<file path="src/rtl/mips_pkg.sv">
// Shared types and constants for the MIPS core memory path.
package mips_pkg;

    typedef enum logic [1:0] {
        StIdle,
        StRd,
        StWr,
        StFault
    } mem_state_t;

    localparam logic [3:0] BE_WORD = 4'hF;

endpackage

</file>
<file path="src/rtl/mem_bus_ctrl_if.sv">
// Core-request and waitrequest-bus signals of the memory port controller.
interface mem_bus_ctrl_if;

    logic        req;
    logic        req_write;
    logic        req_byte;
    logic        req_signed;
    logic [31:0] req_addr;
    logic [31:0] req_wdata;
    logic        stall;
    logic        done;
    logic [31:0] rdata;
    logic        fault;
    logic [31:0] avm_address;
    logic        avm_read;
    logic        avm_write;
    logic [3:0]  avm_byteenable;
    logic [31:0] avm_writedata;
    logic [31:0] avm_readdata;
    logic        avm_waitrequest;

    // The controller side
    modport slave (
        input  req, req_write, req_byte, req_signed, req_addr, req_wdata,
        input  avm_readdata, avm_waitrequest,
        output stall, done, rdata, fault,
        output avm_address, avm_read, avm_write, avm_byteenable, avm_writedata
    );

    // The core plus memory side
    modport master (
        output req, req_write, req_byte, req_signed, req_addr, req_wdata,
        output avm_readdata, avm_waitrequest,
        input  stall, done, rdata, fault,
        input  avm_address, avm_read, avm_write, avm_byteenable, avm_writedata
    );

endinterface

</file>
<file path="src/rtl/mem_byte_lane.sv">
// Byte-lane steering: read extraction with extension, write replication, byteenables.
module mem_byte_lane
    import mips_pkg::*;
(
    input  logic [1:0]  lane_i,
    input  logic        byte_i,
    input  logic        signed_i,
    input  logic [31:0] readdata_i,
    input  logic [31:0] wdata_i,
    output logic [31:0] rdata_o,
    output logic [31:0] wdata_o,
    output logic [3:0]  byteenable_o
);

    logic [7:0] sel_byte;

    always_comb begin
        sel_byte     = readdata_i[8*lane_i +: 8];
        rdata_o      = readdata_i;
        wdata_o      = wdata_i;
        byteenable_o = BE_WORD;
        if (byte_i) begin
            rdata_o      = {{24{signed_i & sel_byte[7]}}, sel_byte};
            wdata_o      = {4{wdata_i[7:0]}};
            byteenable_o = 4'(4'b0001 << lane_i);
        end
    end

endmodule

</file>
<file path="src/rtl/mem_bus_ctrl.sv">
// Sequences single fetch/load/store requests onto a waitrequest-style bus.
module mem_bus_ctrl
    import mips_pkg::*;
(
    input  logic           clk,
    input  logic           rst_n,
    mem_bus_ctrl_if.slave  bus
);

    mem_state_t  state_q, state_d;
    logic [1:0]  lane_q, lane_d;
    logic        byte_q, byte_d;
    logic        signed_q, signed_d;
    logic        done_q, done_d;
    logic [31:0] rdata_q, rdata_d;
    logic        fault_q, fault_d;
    logic        read_q, read_d;
    logic        write_q, write_d;
    logic [31:0] addr_q, addr_d;
    logic [3:0]  be_q, be_d;
    logic [31:0] wd_q, wd_d;

    logic [1:0]  lane_sel;
    logic        byte_sel;
    logic [31:0] lane_rdata;
    logic [31:0] lane_wdata;
    logic [3:0]  lane_be;

    // In IDLE the lane logic serves the incoming request; otherwise the latched one.
    assign lane_sel = (state_q == StIdle) ? bus.req_addr[1:0] : lane_q;
    assign byte_sel = (state_q == StIdle) ? bus.req_byte : byte_q;

    mem_byte_lane u_lane (
        .lane_i       (lane_sel),
        .byte_i       (byte_sel),
        .signed_i     (signed_q),
        .readdata_i   (bus.avm_readdata),
        .wdata_i      (bus.req_wdata),
        .rdata_o      (lane_rdata),
        .wdata_o      (lane_wdata),
        .byteenable_o (lane_be)
    );

    always_comb begin
        state_d  = state_q;
        lane_d   = lane_q;
        byte_d   = byte_q;
        signed_d = signed_q;
        done_d   = 1'b0;
        rdata_d  = rdata_q;
        fault_d  = fault_q;
        read_d   = read_q;
        write_d  = write_q;
        addr_d   = addr_q;
        be_d     = be_q;
        wd_d     = wd_q;

        unique case (state_q)
            StIdle: begin
                if (bus.req) begin
                    if (!bus.req_byte && (bus.req_addr[1:0] != 2'b00)) begin
                        state_d = StFault;
                        fault_d = 1'b1;
                    end else begin
                        lane_d   = bus.req_addr[1:0];
                        byte_d   = bus.req_byte;
                        signed_d = bus.req_signed;
                        addr_d   = {bus.req_addr[31:2], 2'b00};
                        be_d     = lane_be;
                        wd_d     = lane_wdata;
                        read_d   = !bus.req_write;
                        write_d  = bus.req_write;
                        state_d  = bus.req_write ? StWr : StRd;
                    end
                end
            end
            StRd: begin
                if (!bus.avm_waitrequest) begin
                    read_d  = 1'b0;
                    rdata_d = lane_rdata;
                    done_d  = 1'b1;
                    state_d = StIdle;
                end
            end
            StWr: begin
                if (!bus.avm_waitrequest) begin
                    write_d = 1'b0;
                    done_d  = 1'b1;
                    state_d = StIdle;
                end
            end
            StFault: begin
                state_d = StFault;
            end
            default: state_d = StIdle;
        endcase
    end

    always_ff @(posedge clk or negedge rst_n) begin
        if (!rst_n) begin
            state_q  <= StIdle;
            lane_q   <= 2'b00;
            byte_q   <= 1'b0;
            signed_q <= 1'b0;
            done_q   <= 1'b0;
            rdata_q  <= 32'h0;
            fault_q  <= 1'b0;
            read_q   <= 1'b0;
            write_q  <= 1'b0;
            addr_q   <= 32'h0;
            be_q     <= 4'h0;
            wd_q     <= 32'h0;
        end else begin
            state_q  <= state_d;
            lane_q   <= lane_d;
            byte_q   <= byte_d;
            signed_q <= signed_d;
            done_q   <= done_d;
            rdata_q  <= rdata_d;
            fault_q  <= fault_d;
            read_q   <= read_d;
            write_q  <= write_d;
            addr_q   <= addr_d;
            be_q     <= be_d;
            wd_q     <= wd_d;
        end
    end

    assign bus.stall          = (state_q != StIdle) || bus.req;
    assign bus.done           = done_q;
    assign bus.rdata          = rdata_q;
    assign bus.fault          = fault_q;
    assign bus.avm_address    = addr_q;
    assign bus.avm_read       = read_q;
    assign bus.avm_write      = write_q;
    assign bus.avm_byteenable = be_q;
    assign bus.avm_writedata  = wd_q;

endmodule

</file>
<file path="src/flat_wrapper.sv">
// flat-port wrapper written by rule: the top's interface ports become plain ports
module mem_bus_ctrl_flat import mips_pkg::*;
  (clk, rst_n, bus_req, bus_req_write, bus_req_byte, bus_req_signed, bus_req_addr, bus_req_wdata, bus_avm_readdata, bus_avm_waitrequest, bus_stall, bus_done, bus_rdata, bus_fault, bus_avm_address, bus_avm_read, bus_avm_write, bus_avm_byteenable, bus_avm_writedata);
  mem_bus_ctrl_if bus_i ();
  input  logic clk;
  input  logic rst_n;
  input wire logic [$bits(bus_i.req)-1:0] bus_req;
  input wire logic [$bits(bus_i.req_write)-1:0] bus_req_write;
  input wire logic [$bits(bus_i.req_byte)-1:0] bus_req_byte;
  input wire logic [$bits(bus_i.req_signed)-1:0] bus_req_signed;
  input wire logic [$bits(bus_i.req_addr)-1:0] bus_req_addr;
  input wire logic [$bits(bus_i.req_wdata)-1:0] bus_req_wdata;
  input wire logic [$bits(bus_i.avm_readdata)-1:0] bus_avm_readdata;
  input wire logic [$bits(bus_i.avm_waitrequest)-1:0] bus_avm_waitrequest;
  output wire logic [$bits(bus_i.stall)-1:0] bus_stall;
  output wire logic [$bits(bus_i.done)-1:0] bus_done;
  output wire logic [$bits(bus_i.rdata)-1:0] bus_rdata;
  output wire logic [$bits(bus_i.fault)-1:0] bus_fault;
  output wire logic [$bits(bus_i.avm_address)-1:0] bus_avm_address;
  output wire logic [$bits(bus_i.avm_read)-1:0] bus_avm_read;
  output wire logic [$bits(bus_i.avm_write)-1:0] bus_avm_write;
  output wire logic [$bits(bus_i.avm_byteenable)-1:0] bus_avm_byteenable;
  output wire logic [$bits(bus_i.avm_writedata)-1:0] bus_avm_writedata;
  assign bus_i.req = bus_req;
  assign bus_i.req_write = bus_req_write;
  assign bus_i.req_byte = bus_req_byte;
  assign bus_i.req_signed = bus_req_signed;
  assign bus_i.req_addr = bus_req_addr;
  assign bus_i.req_wdata = bus_req_wdata;
  assign bus_i.avm_readdata = bus_avm_readdata;
  assign bus_i.avm_waitrequest = bus_avm_waitrequest;
  assign bus_stall = bus_i.stall;
  assign bus_done = bus_i.done;
  assign bus_rdata = bus_i.rdata;
  assign bus_fault = bus_i.fault;
  assign bus_avm_address = bus_i.avm_address;
  assign bus_avm_read = bus_i.avm_read;
  assign bus_avm_write = bus_i.avm_write;
  assign bus_avm_byteenable = bus_i.avm_byteenable;
  assign bus_avm_writedata = bus_i.avm_writedata;
  mem_bus_ctrl u_core (.clk(clk), .rst_n(rst_n), .bus(bus_i));
endmodule
</file>
<file path="config.mk">
export PLATFORM = sky130hd
export DESIGN_NAME = mem_bus_ctrl_flat
export DESIGN_NICKNAME = d
export VERILOG_FILES = /design/src/rtl/mips_pkg.sv /design/src/rtl/mem_bus_ctrl_if.sv /design/src/rtl/mem_byte_lane.sv /design/src/rtl/mem_bus_ctrl.sv /design/src/flat_wrapper.sv
export SDC_FILE = /design/constraint.sdc
export NUM_CORES = 1
export LEC_CHECK = 0
export ABC_AREA = 0
export BUFFER_PORTS_ARGS = -buffer_cell sky130_fd_sc_hd__buf_2
export CAP_MARGIN = 20
export CORE_MARGIN = 5
export CORE_UTILIZATION = 35
export DETAILED_ROUTE_END_ITERATION = 7
export GPL_TIMING_DRIVEN = 0
export PLACE_DENSITY_LB_ADDON = 0.25
export SLEW_MARGIN = 25
export SYNTH_ARGS = -nofsm -noshare
export SYNTH_HDL_FRONTEND = slang
export SYNTH_SLANG_ARGS = --single-unit
</file>
<file path="constraint.sdc">
create_clock -name clk -period 3.3 [get_ports clk]
set_clock_uncertainty 0.05 [all_clocks]
set_input_delay 0.66 -clock clk [delete_from_list [all_inputs] [get_ports clk]]
set_output_delay 0.66 -clock clk [all_outputs]
set_load 0.01 [all_outputs]
</file>
==> results of run 1 <==
## how the worst max path moves through the flow
stage | cells past startpoint | from | slack [ns] | end
2_1_floorplan | 7 | u_core.state_q[0]$_DFFE_PN0P_ | 1.25 | u_core.bus.rdata[6]$_DFFE_PN0P_
3_3_place_gp | 1 | rst_n | 0.30 | u_core.bus.avm_address[9]$_DFFE_PN0P_
3_5_place_dp | 6 | bus_req_addr[1] | 0.85 | u_core.bus.rdata[5]$_DFFE_PN0P_
4_1_cts | 6 | u_core.state_q[0]$_DFFE_PN0P_ | 0.88 | bus_stall
5_1_grt | 7 | u_core.state_q[0]$_DFFE_PN0P_ | 0.78 | u_core.bus.rdata[3]$_DFFE_PN0P_
6_report | 7 | u_core.state_q[1]$_DFFE_PN0P_ | 0.88 | u_core.bus.rdata[3]$_DFFE_PN0P_
## per-layer routing
layer,global-route usage,vias up
li1,-,1975
met1,0.226,2011
met2,0.295,158
met3,0.0571,14
met4,0.0587,0
met5,0,-
## metrics by stage
stage	hold slack, ns	setup slack (ns)	std cells	util	area (um^2)
2_1_floorplan	0.314	1.25	439	-	4880
3_3_place_gp	0.408	0.297	822	0.445	6120
3_5_place_dp	0.411	0.850	823	0.447	6160
4_1_cts	0.181	0.880	839	0.469	6450
5_1_grt	0.203	0.781	839	0.469	6450
6_report	0.179	0.880	839	0.469	6450
## cells by family after synthesis
family / count (synthesis) / synth area share
muxes: 75 / 0.167
other: 1 / 0.000768
and+or+nand+nor: 148 / 0.138
DFF: 108 / 0.554
AOI/OAI and AO/OA: 64 / 0.0900
adders and majority gates: 5 / 0.0128
buffers and inverters: 37 / 0.0379
## state kept, by name (all words and copies together), names as in the netlist
name                       count
u_core.bus.avm_write           1
u_core.bus.done                1
u_core.byte_q                  1
u_core.lane_q                  2
u_core.bus.rdata              32
u_core.state_q                 2
u_core.bus.avm_writedata      32
u_core.bus.avm_address        30
u_core.bus.avm_read            1
u_core.signed_q                1
u_core.bus.fault               1
u_core.bus.avm_byteenable      4
## cells in the final DEF (no fill, tap or decap), drive strengths merged, types with 2 or more instances in the layout
cell and instances:
o22ai 4, a32oi 7, o41ai 2, mux2 48
nand3 54, dfrtp 108, nand2b 5, mux2i 27
nor2 7, a22oi 7, ha 5, nor2b 4
conb 2, buf 222, nand2 71, nor3 2
inv 8, o21ai 31, clkbuf 24, clkinvlp 2
o21bai 3
## worst register-to-register path, delay by kind of cell (launching register included)
| kind | cells | cell delay (ns) |
|---|---|---|
| mux | 2 | 1.07 |
| flops | 1 | 0.43 |
| buf+inv | 2 | 0.27 |
| compound gates | 1 | 0.21 |
| fa+ha+maj | 1 | 0.19 |
| simple gates | 1 | 0.09 |
## layout make-up
| class | count | share of cell area |
|---|---|---|
| buffer | 31 | 0.0252 |
| clock buffer | 11 | 0.0392 |
| clock inverter | 5 | 0.00678 |
| inverter | 6 | 0.00349 |
| multi-input combinational | 294 | 0.309 |
| sequential | 108 | 0.419 |
| tap | 180 | 0.0349 |
| timing repair buffer | 204 | 0.163 |
## power by group
part	leakage, uW	switching (uW)	internal, uW
clock network	0.000140	525	564
logic	0.00187	1450	1180
registers	0.00132	346	1940
==> flow_summary_export.csv, run 1 <==
group,metric,value,unit
finish,diodes,0,
setup_path,crit_family,"multiplexers",
setup_path,path_class,"register to register",
grt,grt-ovfl-total,0,
power,p_per_area,930,nW/um^2
routing,avgViaCountPerCell,4.96,
grt,grt_pass1_vias,4423,
setup_path,crit_slowest_cell,"mux2i_1",
synth,synth_most_common_cell,"dfrtp_1",
finish,multi_input_area,2000,um^2
synth,synth_top_area_frac,0.554,
setup_path,crit_path_max_incr_delay,0.65,ns
timing,worstMarginPinSlew,0.850,ns
setup_path,timing.rr.start,"u_core.state_q[1]$_DFFE_PN0P_",
floorplan,die_h,128,um
synth,synth_cells,438,
timing,layout_min_cycle_time,2.42,ns
placement,place_congestion,0.832,
synth,synth_edf_count,0,
routing,wirelength,14500,um
routing,topRoutingLayerUsed,"met4",
placement,port_buffers,203,
clocking,ctsResizeCount,0,
setup_path,critPathMaxFanout,10,
grt,grt_pass1_wl,23300,um
finish,num-nets-final,762,
routing,ant_nets,0,
setup_path,critPathRequiredTime,3.48,ns
clocking,cts_tree,"built",
clocking,hold_buffers,0,
routing,wl_met1,5940,um
clocking,root_buffer,"clkbuf_16",
floorplan,core,13800,um^2
timing,setup_tns,0,ns
synth,synth_area,4880,um^2
setup_path,crit_chain,"inv_1, ha_1, buf_6, mux2i_1, mux2_2, a32oi_1, nand2_1",
timing,finalHoldViolations,0,
job,drv_cap,0,
routing,met3_wirelength,1340,um
clocking,cts.sinks,108,
clocking,numCtsBuffers,9,
floorplan,initial_core_util,0.354,
synth,ys_warn_count,0,
routing,vias,4158,
power,p_leak,0.00334,uW
setup_path,cp_num_buf_inv,2,
grt,grt_antenna_before_repair,0,
synth,ys_seq_area_frac,0.554,
grt,grt_max_degree,66,
floorplan,rows,43,
timing,setup_viol,0,
setup_path,crit_path_start_kind,"register",
timing,slew_viol_final,0,
power,p_total,6000,uW
finish,regArea,2700,um^2
synth,synthFlopType,"dfrtp_1",
synth,synth_top_area_cell,"dfrtp_1",
setup_path,arrival,2.60,ns
outcome,status,"finished, final reports clean",
routing,drt_iter0_drc,212,
floorplan,die_area,16400,um^2
finish,layout-drive-gt1-share,0.440,
power,vdd_drop_max,0.433,mV
setup_path,r2r-end,"u_core.bus.rdata[3]$_DFFE_PN0P_",
routing,wl_per_cell,17.3,um
synth,synth_common_cells,"108 x dfrtp_1, 71 x nand2_1, 54 x nand3_1",
grt,grt_usage,0.180,
setup_path,r2r_slack,0.88,ns
synth,ys_ff_latch,108,
clocking,cts_buffer_depth,2,
routing,drc,0,
placement,dp_hpwl,11300,um
synth,synthArstFlopShare,1.00,
clocking,htree_levels,3,
clocking,clkLatencyLatePin,0.35,ns
clocking,post_cts_buffers,0,
timing,fmax,413,MHz
timing,rsz0062_at_grt,"no",
synth,syn_area_per_cell,11.1,um^2
timing,fin_crit_sh,0.733,
floorplan,io_pins,208,
setup_path,ff2ff_path_depth,7,
setup_path,cp-end-kind,"register",
routing,dr.pass1.iters,4,
synth,synth_area_leaders,"dfrtp_1 55%, mux2_2 11%, nand3_1 5.5%",
synth,synth_cell_types,40,
clocking,clk_pin_slew,0.07,ns
finish,fillCellCount,1348,
hold_path,hp-class,"input port to asynchronous set/reset pin",
timing,timing.slew.headroom,0.430,
finish,area_growth,32.3,%
floorplan,die_x,128,um
routing,wl_met2,6990,um
(Power assumes the default switching activity.)
==> run 2: changes to the inputs <==
==> constraint.sdc (replaced) <==
create_clock -name clk -period 2.1 [get_ports clk]
set_clock_uncertainty 0.05 [all_clocks]
set_input_delay 0.42 -clock clk [delete_from_list [all_inputs] [get_ports clk]]
set_output_delay 0.42 -clock clk [all_outputs]
set_load 0.01 [all_outputs]
==> flow_summary_export.csv, run 2 (synthesis gave the netlist of run 1 again) <==
group,metric,value,unit
routing,dr.pass1.iters,5,
finish,multi_input_area,2090,um^2
setup_path,critPathRequiredTime,2.29,ns
power,p_int,6000,uW
placement,port_buffers,203,
power,p_per_area,1460,nW/um^2
setup_path,crit_path_max_incr_delay,0.43,ns
power,p_clk_frac,0.175,
grt,grt_antenna_before_repair,0,
grt,grt_usage,0.182,
clocking,clk_pin_slew,0.07,ns
finish,stdcell_area,6670,um^2
power,switching_share,0.385,
job,drv_cap,0,
setup_path,crit_path_start_kind,"register",
grt,grt-ovfl-total,0,
power,p_leak,0.00343,uW
timing,layout_min_cycle_time,2.04,ns
grt,grt_pass1_vias,4477,
clocking,root_buffer,"clkbuf_16",
grt,grt_pass1_wl,23600,um
finish,diodes,0,
floorplan,initial_core_util,0.354,
hold_path,hp-class,"input port to register",
clocking,numCtsBuffers,9,
clocking,clkLatencyLatePin,0.35,ns
timing,timing.slew.headroom,0.648,
placement,place_congestion,0.832,
routing,avgViaCountPerCell,5.00,
routing,drt_iter0_drc,221,
setup_path,r2r-end,"u_core.bus.rdata[13]$_DFFE_PN0P_",
timing,finalHoldViolations,0,
finish,area_growth,36.6,%
clocking,htree_levels,3,
setup_path,cp-end-kind,"register",
finish,final_cells,849,
setup_path,r2r_slack,0.06,ns
hold_path,hold_path_startpoint,"bus_avm_waitrequest",
floorplan,io_pins,208,
grt,grt_max_degree,66,
finish,layout-drive-gt1-share,0.474,
finish,fin_util,0.484,
placement,dp_cells,823,
power,p_switching,3760,uW
finish,fillCellCount,1335,
timing,hold-worst-slack,0.237,ns
placement,place_area,6160,um^2
clocking,cts.sinks,108,
timing,worstMarginPinSlew,0.523,ns
floorplan,rows,43,
outcome,status,"finished, final reports clean",
timing,fmax,491,MHz
timing,fin_crit_sh,0.971,
power,vdd_drop_max,0.679,mV
routing,ant_nets,0,
power,p_total,9770,uW
placement,dp_hpwl,11300,um
finish,regArea,2700,um^2
timing,slew_viol_final,0,
finish,num-nets-final,772,
routing,vias,4241,
floorplan,die_h,128,um
timing,setup_viol,0,
floorplan,die_area,16400,um^2
setup_path,crit_slowest_cell,"dfrtp_1",
hold_path,hold_path_end,"u_core.bus.done$_DFF_PN0_",
routing,drc,0,
routing,wirelength,14800,um
clocking,cts_tree,"built",
setup_path,path_class,"register to register",
setup_path,crit_chain,"inv_2, ha_4, buf_6, nand2_1, o22ai_2, o41ai_4, buf_4, buf_8, nand3_1",
clocking,cts_buffer_depth,2,
routing,wl_per_cell,17.4,um
setup_path,ff2ff_path_depth,9,
hold_path,whs_path_depth,2,
floorplan,die_x,128,um
power,seqPwrFrac,0.370,
setup_path,timing.rr.start,"u_core.state_q[1]$_DFFE_PN0P_",
finish,layout_commonest_cell,"buf_2",
floorplan,core,13800,um^2
power,p_comb_frac,0.455,
setup_path,arrival,2.22,ns
setup_path,critPathMaxFanout,10,
finish,layout_common_cells,"212 x buf_2, 108 x dfrtp_1, 71 x nand2_1, 53 x nand3_1, 48 x mux2_2",
==> run 2: cell count changes in the layout (fill, tap and decap cells not counted), moves of 3 or more <==
cell	previous run	this run
buf_4	2	10
buf_2	215	212
clkbuf_1	13	7
buf_6	4	8
clkbuf_2	0	4
==> run 2: what timing repair did <==
item / 4_1_cts / 5_1_grt
setup buffers: 4 / 3
endpoints found under the hold margin: 43 / 0
pin swaps: 1 / 0
setup endpoints to repair: 57 / 48
hold buffers: 1 / 0
resized for setup: 16 / 25
cloned: 2 / 0
==> run 2: worst max-delay path by stage <==
stage	start	end	slack, ns	cells past startpoint
2_1_floorplan	u_core.state_q[0]$_DFFE_PN0P_	u_core.bus.rdata[6]$_DFFE_PN0P_	0.05	7
3_3_place_gp	rst_n	u_core.bus.avm_address[9]$_DFFE_PN0P_	-0.66	1
3_5_place_dp	u_core.state_q[0]$_DFFE_PN0P_	u_core.bus.rdata[5]$_DFFE_PN0P_	-0.27	7
4_1_cts	u_core.state_q[0]$_DFFE_PN0P_	u_core.bus.rdata[24]$_DFFE_PN0P_	0.02	7
5_1_grt	u_core.state_q[1]$_DFFE_PN0P_	u_core.bus.rdata[13]$_DFFE_PN0P_	-0.04	9
6_report	u_core.state_q[1]$_DFFE_PN0P_	u_core.bus.rdata[13]$_DFFE_PN0P_	0.06	9
==> run 2: layout make-up <==
class | instances | share of cell area
clock inverter | 5 | 0.00657
tap | 180 | 0.0338
buffer | 31 | 0.0306
multi-input combinational | 294 | 0.314
sequential | 108 | 0.405
timing repair buffer | 214 | 0.169
clock buffer | 11 | 0.0379
inverter | 6 | 0.00338
==> run 2: stage by stage <==
stage                     setup TNS [ns]  worst slack (ns)
final                                  0            0.0613
after floorplan                        0            0.0534
after global routing              -0.469           -0.0426
after CTS                              0            0.0191
after detailed placement           -8.91            -0.268
after global placement            -76.94            -0.663
==> run 2: critical path: cells and delay by family, from the launching register on <==
| kind | cells | cell delay (ns) |
|---|---|---|
| buf+inv | 4 | 0.56 |
| compound gates | 2 | 0.48 |
| flops | 1 | 0.43 |
| simple gates | 2 | 0.23 |
| fa+ha+maj | 1 | 0.17 |
==> run 2: layer usage <==
| layer | GRT usage | up-vias | wire length [um] |
|---|---|---|---|
| li1 | - | 1993 | - |
| met5 | 0 | - | 0 |
| met2 | 0.301 | 162 | 7230 |
| met4 | 0.0593 | 0 | 190 |
| met1 | 0.227 | 2072 | 6080 |
| met3 | 0.0567 | 14 | 1300 |
==> run 2: power by group through the flow <==
stage / sequential (uW) / combinational, uW / clock (uW)
2_1_floorplan: 4000 / 2080 / 0
3_3_place_gp: 3570 / 4130 / 0
3_5_place_dp: 3630 / 4220 / 0
4_1_cts: 3620 / 4380 / 1750
5_1_grt: 3750 / 4910 / 1830
6_report: 3610 / 4440 / 1710
